**config.mk**
```make
export PLATFORM = sky130hd
export DESIGN_NAME = mem_dma
export DESIGN_NICKNAME = d
export VERILOG_FILES = /design/src/rtl/mem_dma.sv
export SDC_FILE = /design/constraint.sdc
export NUM_CORES = 1
export LEC_CHECK = 0
export CORE_MARGIN = 5
export CORE_UTILIZATION = 45
export CTS_CLUSTER_DIAMETER = 150
export DETAILED_ROUTE_END_ITERATION = 8
export GPL_TIMING_DRIVEN = 0
export PLACE_DENSITY = 0.73
export SLEW_MARGIN = 20
export SYNTH_ARGS = -nofsm -noshare
export SYNTH_HDL_FRONTEND = slang
export SYNTH_SLANG_ARGS = --single-unit
```
**constraint.sdc**
```tcl
create_clock -name clk -period 1.6 [get_ports clk]
set_clock_uncertainty 0.15 [all_clocks]
set_input_delay 0.4 -clock clk [delete_from_list [all_inputs] [get_ports clk]]
set_output_delay 0.4 -clock clk [all_outputs]
set_load 0.02 [all_outputs]
```
**src/rtl/mem_dma.sv**
```systemverilog
// mem_dma: memory-to-memory word copier (RD, CAP, WR per word); define MEM_DMA_CHECKSUM_EN for a checksum port
module mem_dma #(
  parameter int ADDR_W = 8,
  parameter int DATA_W = 16
) (
  input  logic              clk,
  input  logic              rst_n,
  input  logic              start,
  input  logic [ADDR_W-1:0] src_addr,
  input  logic [ADDR_W-1:0] dst_addr,
  input  logic [ADDR_W:0]   length,
  output logic              busy,
  output logic              done,
  output logic [ADDR_W-1:0] address,
  output logic [DATA_W-1:0] data_in,
  output logic              write_enable,
  output logic              read_enable,
  input  logic [DATA_W-1:0] data_out
`ifdef MEM_DMA_CHECKSUM_EN
  ,
  output logic [DATA_W-1:0] checksum
`endif
);
  typedef enum logic [2:0] {IDLE, RD, CAP, WR, FIN} state_t;
  state_t state, state_nx;
  logic [ADDR_W-1:0] src, dst, addr_q;
  logic [ADDR_W:0] cnt;
  logic [DATA_W-1:0] hold, din_q;
  logic accept;
  always_ff @(posedge clk)
    state <= !rst_n ? IDLE : state_nx;
  always_comb begin
    accept = state == IDLE && start;
    state_nx = state == IDLE ? (start ? (length == '0 ? FIN : RD) : IDLE) :
               state == RD   ? CAP :
               state == CAP  ? WR :
               state == WR   ? (cnt != (ADDR_W+1)'(1) ? RD : FIN) : IDLE;
    read_enable = state == RD;
    write_enable = state == WR;
    busy = read_enable || write_enable || state == CAP;
    done = state == FIN;
    address = read_enable ? src : write_enable ? dst : addr_q;
    data_in = write_enable ? hold : din_q;
  end
  always_ff @(posedge clk) begin
    if (!rst_n) begin
      src <= '0;
      dst <= '0;
      cnt <= '0;
      hold <= '0;
      addr_q <= '0;
      din_q <= '0;
    end else begin
      addr_q <= address;
      din_q <= data_in;
      if (accept) begin
        src <= src_addr;
        dst <= dst_addr;
        cnt <= length;
      end
      if (state == CAP) hold <= data_out;
      if (state == WR) begin
        cnt <= cnt - (ADDR_W+1)'(1);
        src <= src + ADDR_W'(1);
        dst <= dst + ADDR_W'(1);
      end
    end
  end
`ifdef MEM_DMA_CHECKSUM_EN
  always_ff @(posedge clk)
    checksum <= !rst_n || accept ? '0 : state == CAP ? checksum + data_out : checksum;
`endif
endmodule

```
==> metrics.yaml, run 1 <==
synthesis:
  synth_cell_types: 44
  postSynthAreaPerCell_um2: 8.08
  syn-cell-area_um2: 3020
  synthTopCellsByArea: "dfxtp_1, nand2_1, a21oi_1"
  ys_seq_area_frac: 0.450
  synth_compound_area_frac: 0.205
  synth_top_family_by_area: "simple AND/OR/NAND/NOR gates"
  synthXorXnorAreaFrac: 0.00579
  yosys_register_bits: 68
  synth_nets: 422
  synth_top_cell_by_area: "dfxtp_1"
  async_reset_ff_frac: 0
  synth_fa_ha_area_frac: 0.0166
  synth_top_cell_area_share: 0.450
  ys.flop_type: "dfxtp_1"
  synth_mux_area_frac: 0.0265
  synthSimpleGateAreaFrac: 0.249
  yosys_warnings: 0
  synth-edff-count: 0
  synthCells: 374
route:
  antenna_left: 0
  drc_errors: 0
  drt-initial-drc-count: 375
  drt-total-wl_um: 13400
  wl_per_cell_um: 22.7
  vias: 3695
  avgViaCountPerCell: 6.25
  first_pass_iters: 6
floorplanning:
  io_pins: 72
  die_w_um: 92.0
  start_util: 0.468
  dieArea_um2: 8460
  rows: 29
  core_um2: 6460
  dieHeight_um: 92.0
placement:
  place_ws_ps: -926
  hpwl_um: 6090
  placement.io_buffers: 71
  gp_congestion: 0.881
cts:
  cts_sinks: 68
  cts_tree: "done"
  path_clk_slew_ps: 80
  clockRootBuffer: "clkbuf_8"
  clock_path_buffers: 2
  cts_hold_buf: 0
  clk_latency_ps: 360
  ctsHtreeMaxLevel: 3
  numCtsBuffers: 9
run_status:
  failed_checks: "setup timing"
  status: "finished with violations"
global_routing:
  track_usage: 0.256
  grt_antenna_before_repair: 0
  grt-ovfl-total: 0
  grt_max_degree: 11
  grt_pass1_vias: 3369
  grt_first_pass_wirelength_um: 17000
timing:
  period_needed_ps: 2140
  rsz0062_at_grt: "yes"
  post-route-period-util: 1.34
  tightest_slew_ps: 642
  setup_ws_ps: -544
  holdWs_ps: 323
  timing.final.max_slew_violations: 0
  relSlewSlack: 0.572
  hold_violations: 0
  fmax_mhz: 466
  finalSetupViolCount: 56
pwr:
  p_per_area_nw_per_um2: 1200
  peakVddDrop_uv: 625
  p_leak_nw: 2.29
job:
  drv_cap: 0
worst_setup_path:
  crit_required_ps: 1050
  cp-start-kind: "flop"
  crit_arrival_ps: 1590
  r2r_slack_ps: -420
  crit_fanout: 6
  setup.worst_path.class: "flop to output port"
  crit_path_end_kind: "output port"
cells_and_area:
  final.fill_count: 336
  final_util: 0.854
  antenna_cells: 0
  final_cell_mix: "dfxtp_1, buf_6, nand2_1"
  final_common_cell: "dfxtp_1"
  final_nets: 559
  drive_above_1_share: 0.469
  areaGrowthSynthToFinish_pct: 82.5
worst_hold_path:
  worstHoldPathType: "flop to flop"
routing by layer:
metal | track usage | vias up | part of all wire | wire, µm
met5 | 0 | - | 0 | 0
met4 | 0.124 | 0 | 0.076 | 1020
met3 | 0.0745 | 96 | 0.081 | 1080
met2 | 0.426 | 253 | 0.48 | 6470
met1 | 0.302 | 1747 | 0.36 | 4860
li1 | - | 1599 | - | -
Yosys cell counts (3+ instances only):
library cell  number
nor2_1            13
a31oi_1            5
dfxtp_1           68
nor3_1             4
and3_1             6
or3_1              5
nand2_1          102
nand3_1            9
a21oi_1           45
mux2i_1            8
a311oi_1           6
clkbuf_1          12
o211ai_1           5
ha_1               4
and2_1             9
a32oi_1            3
inv_1              4
o21ai_0           17
nand4_1            5
a211oi_1           6
buf_2              9
cells by family after synthesis:
group,count (synthesis)
AND/OR/NAND/NOR,162
AO/OA/AOI/OAI,100
flip-flops,68
buffers and inverters,30
adder cells (fa/ha/maj),4
XOR/XNOR,2
multiplexers,8
power by group:
group	switching [mW]	internal (mW)	leakage, nW
logic	1.48	1.59	1.64
clock network	0.694	0.669	0.0941
registers	0.282	1.90	0.555
total	2.46	4.16	2.29
registers in the layout, indices dropped and copies added (netlist names):
signal  flops
src         8
dst         8
hold       16
state       3
din_q      16
addr_q      8
cnt         9
critical path: stages (launching register included):
cell	delay [ps]
dfxtp_2	340
buf_8	120
nand3b_4	130
inv_4	90
buf_8	140
buf_12	140
nand2_2	80
nand2_4	80
buf_6	110
through the flow:
stage	cells	TNS, ps	area, µm²	total power, mW
after CTS	572	-14940	4940	5.79
after floorplan	374	-1810	3220	3.05
after global placement	522	-46950	4030	3.52
after detailed placement	522	-48380	4030	3.56
final	591	-21890	5520	6.62
after global routing	591	-24360	5520	6.79
worst paths after layout:
| path | startpoint | end | cells after the start |
|---|---|---|---|
| max | state[1] | data_in[11] | 8 |
| min | hold[7] | hold[7] | 2 |
| max reg2reg | state[1] | src[1] | 9 |
| min reg2reg | hold[7] | hold[7] | 2 |
cell type report:
type / count / area, µm² / share of cell area
buffer: 22 / 244 / 0.0442
clock buffer: 12 / 165 / 0.0299
clock inverter: 2 / 10.0 / 0.00181
inverter: 5 / 21.3 / 0.00386
multi-input combinational: 276 / 2220 / 0.402
sequential: 68 / 1370 / 0.247
tap: 77 / 96.3 / 0.0175
timing repair buffer: 129 / 1400 / 0.253
timing repair:
item | CTS | global route
setup endpoints to repair | 78 | 71
resized for setup | 273 | 101
endpoints found under the hold margin | 0 | 0
pin swaps | 38 | 44
cloned | 5 | 3
setup buffers | 32 | 23
No activity file was read; power rests on OpenSTA's default activity.
==> inputs of run 2 (changes only) <==
--- a/config.mk
+++ b/config.mk
@@ -5,6 +5,7 @@
 export SDC_FILE = /design/constraint.sdc
 export NUM_CORES = 1
 export LEC_CHECK = 0
+export CAP_MARGIN = 40
 export CORE_MARGIN = 5
 export CORE_UTILIZATION = 45
 export CTS_CLUSTER_DIAMETER = 150
==> results of run 2 <==
Final layout, timing and power as in run 1 (identical DEF).
==> inputs of run 3 (changes only) <==
--- a/config.mk
+++ b/config.mk
@@ -6,12 +6,15 @@
 export NUM_CORES = 1
 export LEC_CHECK = 0
 export CAP_MARGIN = 40
+export CELL_PAD_IN_SITES_DETAIL_PLACEMENT = 2
+export CELL_PAD_IN_SITES_GLOBAL_PLACEMENT = 2
 export CORE_MARGIN = 5
-export CORE_UTILIZATION = 45
+export CORE_UTILIZATION = 32
 export CTS_CLUSTER_DIAMETER = 150
 export DETAILED_ROUTE_END_ITERATION = 8
+export DONT_BUFFER_PORTS = 1
 export GPL_TIMING_DRIVEN = 0
-export PLACE_DENSITY = 0.73
+export PLACE_DENSITY = 0.71
 export SLEW_MARGIN = 20
 export SYNTH_ARGS = -nofsm -noshare
 export SYNTH_HDL_FRONTEND = slang
==> metrics.yaml, run 3 (synthesis gave the netlist of run 1 again) <==
worst_setup_path:
  crit_arrival_ps: 1570  # -20 ps
  crit_slowest_cell: "dfxtp_2"
  crit_path_end_kind: "output port"
  cpPeakStageDelay_ps: 340  # about the same
  startpoint: "state[1]"
  reg2reg_to: "src[3]"
  r2r_slack_ps: -490  # -70 ps
  rr_worst_depth: 10  # +1
  cp-start-kind: "flop"
  endpoint: "data_in[7]"
  crit_required_ps: 1050  # about the same
  path_cells: "buf_12 > nand3b_4 > clkbuf_4 > nand2_1 > nand2_8"
  r2r-start: "state[1]"
  setup.worst_path.class: "flop to output port"
  crit_fanout: 10  # +4
cts:
  cts_sinks: 68  # unchanged
  cts_tree: "done"
  clockRootBuffer: "clkbuf_8"
  clk_latency_ps: 370  # about the same
  path_clk_slew_ps: 80  # about the same
  numCtsBuffers: 9  # unchanged
  ctsHtreeMaxLevel: 3  # unchanged
  clock_path_buffers: 2  # unchanged
route:
  first_pass_iters: 6  # unchanged
  drc_errors: 0  # unchanged
  antenna_left: 0  # unchanged
  vias: 3372  # -8.7%
  wl_per_cell_um: 29.1  # +28%
  drt-total-wl_um: 16800  # +25%
  drt-initial-drc-count: 109  # -71%
  avgViaCountPerCell: 5.83  # -6.7%
cells_and_area:
  final_common_cell: "dfxtp_1"
  antenna_cells: 0  # unchanged
  multiInputGateArea_um2: 2320  # +4.6%
  final.fill_count: 909  # +170%
  areaGrowthSynthToFinish_pct: 65.3
  finalInstanceArea_um2: 5000  # -9.4%
  drive_above_1_share: 0.499  # +0.0300
  fin_cells: 578  # -2.2%
  final_cell_mix: "dfxtp_1, buf_4, nand2_1"
  final_nets: 493  # -12%
  top_regs: "din_q: 16 flops, hold: 16 flops, cnt: 9 flops"
  ff_latch_area_um2: 1370  # +0.18%
placement:
  placed_area_um2: 3380  # -16%
  placement.io_buffers: 0  # -100%
  gp_congestion: 0.746  # -15%
  placed_cells: 503  # -3.6%
  hpwl_um: 7450  # +22%
floorplanning:
  dieArea_um2: 11500  # +36%
  io_pins: 72  # unchanged
  die_w_um: 107  # +17%
  dieHeight_um: 107  # +17%
  core_um2: 9240  # +43%
  start_util: 0.327  # -0.141
  rows: 35  # +21%
global_routing:
  grt-ovfl-total: 0  # unchanged
  grt_max_degree: 13  # +2
  grt_pass1_vias: 3590  # +6.6%
  grt_antenna_before_repair: 0  # unchanged
  grt_first_pass_wirelength_um: 21300  # +26%
  track_usage: 0.250  # -0.00551
timing:
  tightest_slew_ps: 731  # +88.4 ps
  timing.final.max_slew_violations: 0  # unchanged
  post-route-period-util: 1.32  # -0.0165
  finalSetupViolCount: 72  # +29%
  relSlewSlack: 0.513  # -0.0589
  hold_violations: 0  # unchanged
  period_needed_ps: 2120  # -26.3 ps
  fmax_mhz: 472  # +1.2%
  rsz0062_at_grt: "yes"
  setup_ws_ps: -517  # +26.3 ps
worst_hold_path:
  worstHoldPathType: "input pin to flop"
  min_from: "data_out[12]"
job:
  drv_cap: 0  # unchanged
pwr:
  peakVddDrop_uv: 637  # +2.0%
  fin_total_pwr_mw: 6.74  # +1.8%
  p_leak_nw: 2.03  # -11%
  p_per_area_nw_per_um2: 1350  # +12%
run_status:
  failed_checks: "setup timing"
  status: "finished with violations"
## run 3: cell types whose count changed in the layout (fill, tap and decap cells not counted), sizes merged
cell	delta
clkdlybuf4s50	-42
buf	-21
clkbuf	-6
bufinv	+2
clkinvlp	+2
clkinv	-1
dlygate4sd2	-1
inv	+1
nand2b	+1
## run 3: worst min path at each step
stage | end | cells after the start
after CTS | hold[12] | 2
after global routing | hold[12] | 2
after detailed placement | hold[5] | 2
after global placement | hold[1] | 2
after floorplan | hold[15] | 2
final | hold[12] | 2
## run 3: through the flow
stage / hold slack [ps] / setup slack (ps) / util / TNS [ps]
6_report: 12.3 / -517 / 0.541 / -24780
5_1_grt: 12.0 / -566 / 0.541 / -27660
4_1_cts: 2.34 / -479 / 0.482 / -16390
3_5_place_dp: 304 / -436 / 0.366 / -20040
3_3_place_gp: 292 / -426 / 0.366 / -18180
2_1_floorplan: 287 / -84.1 / - / -1810
## run 3: metal layers
layer	wire (µm)	up-vias	track usage
li1	-	1463	-
met1	6400	1722	0.281
met2	8800	143	0.444
met3	1070	44	0.0728
met4	573	0	0.0950
met5	0	-	0
## run 3: timing repair
item / CTS / global route
gates resized for setup: 123 / 89
pin swaps: 58 / 38
endpoints found under the setup margin: 87 / 78
hold buffers: 0 / 0
cloned: 5 / 2
setup buffers: 34 / 24
## run 3: layout make-up
class	count	area share
multi-input cells	277	0.464
flip-flops and latches	68	0.274
repair buffers	61	0.124
plain buffers	23	0.0586
well taps	129	0.0323
clock buffers	9	0.0248
clock inverters	6	0.0178
inverters	5	0.00426
## run 3: power by group
part	internal [mW]	switching [mW]	total [mW]	leakage, nW
registers	1.90	0.295	2.19	0.556
clock network	0.872	0.775	1.65	0.102
logic	1.36	1.53	2.90	1.37
## run 3: critical path, delay by kind of cell (launching register included)
family | cells | cell delay [ps]
buffers and inverters | 2 | 420
flip-flops | 1 | 340
AND/OR/NAND/NOR | 3 | 440
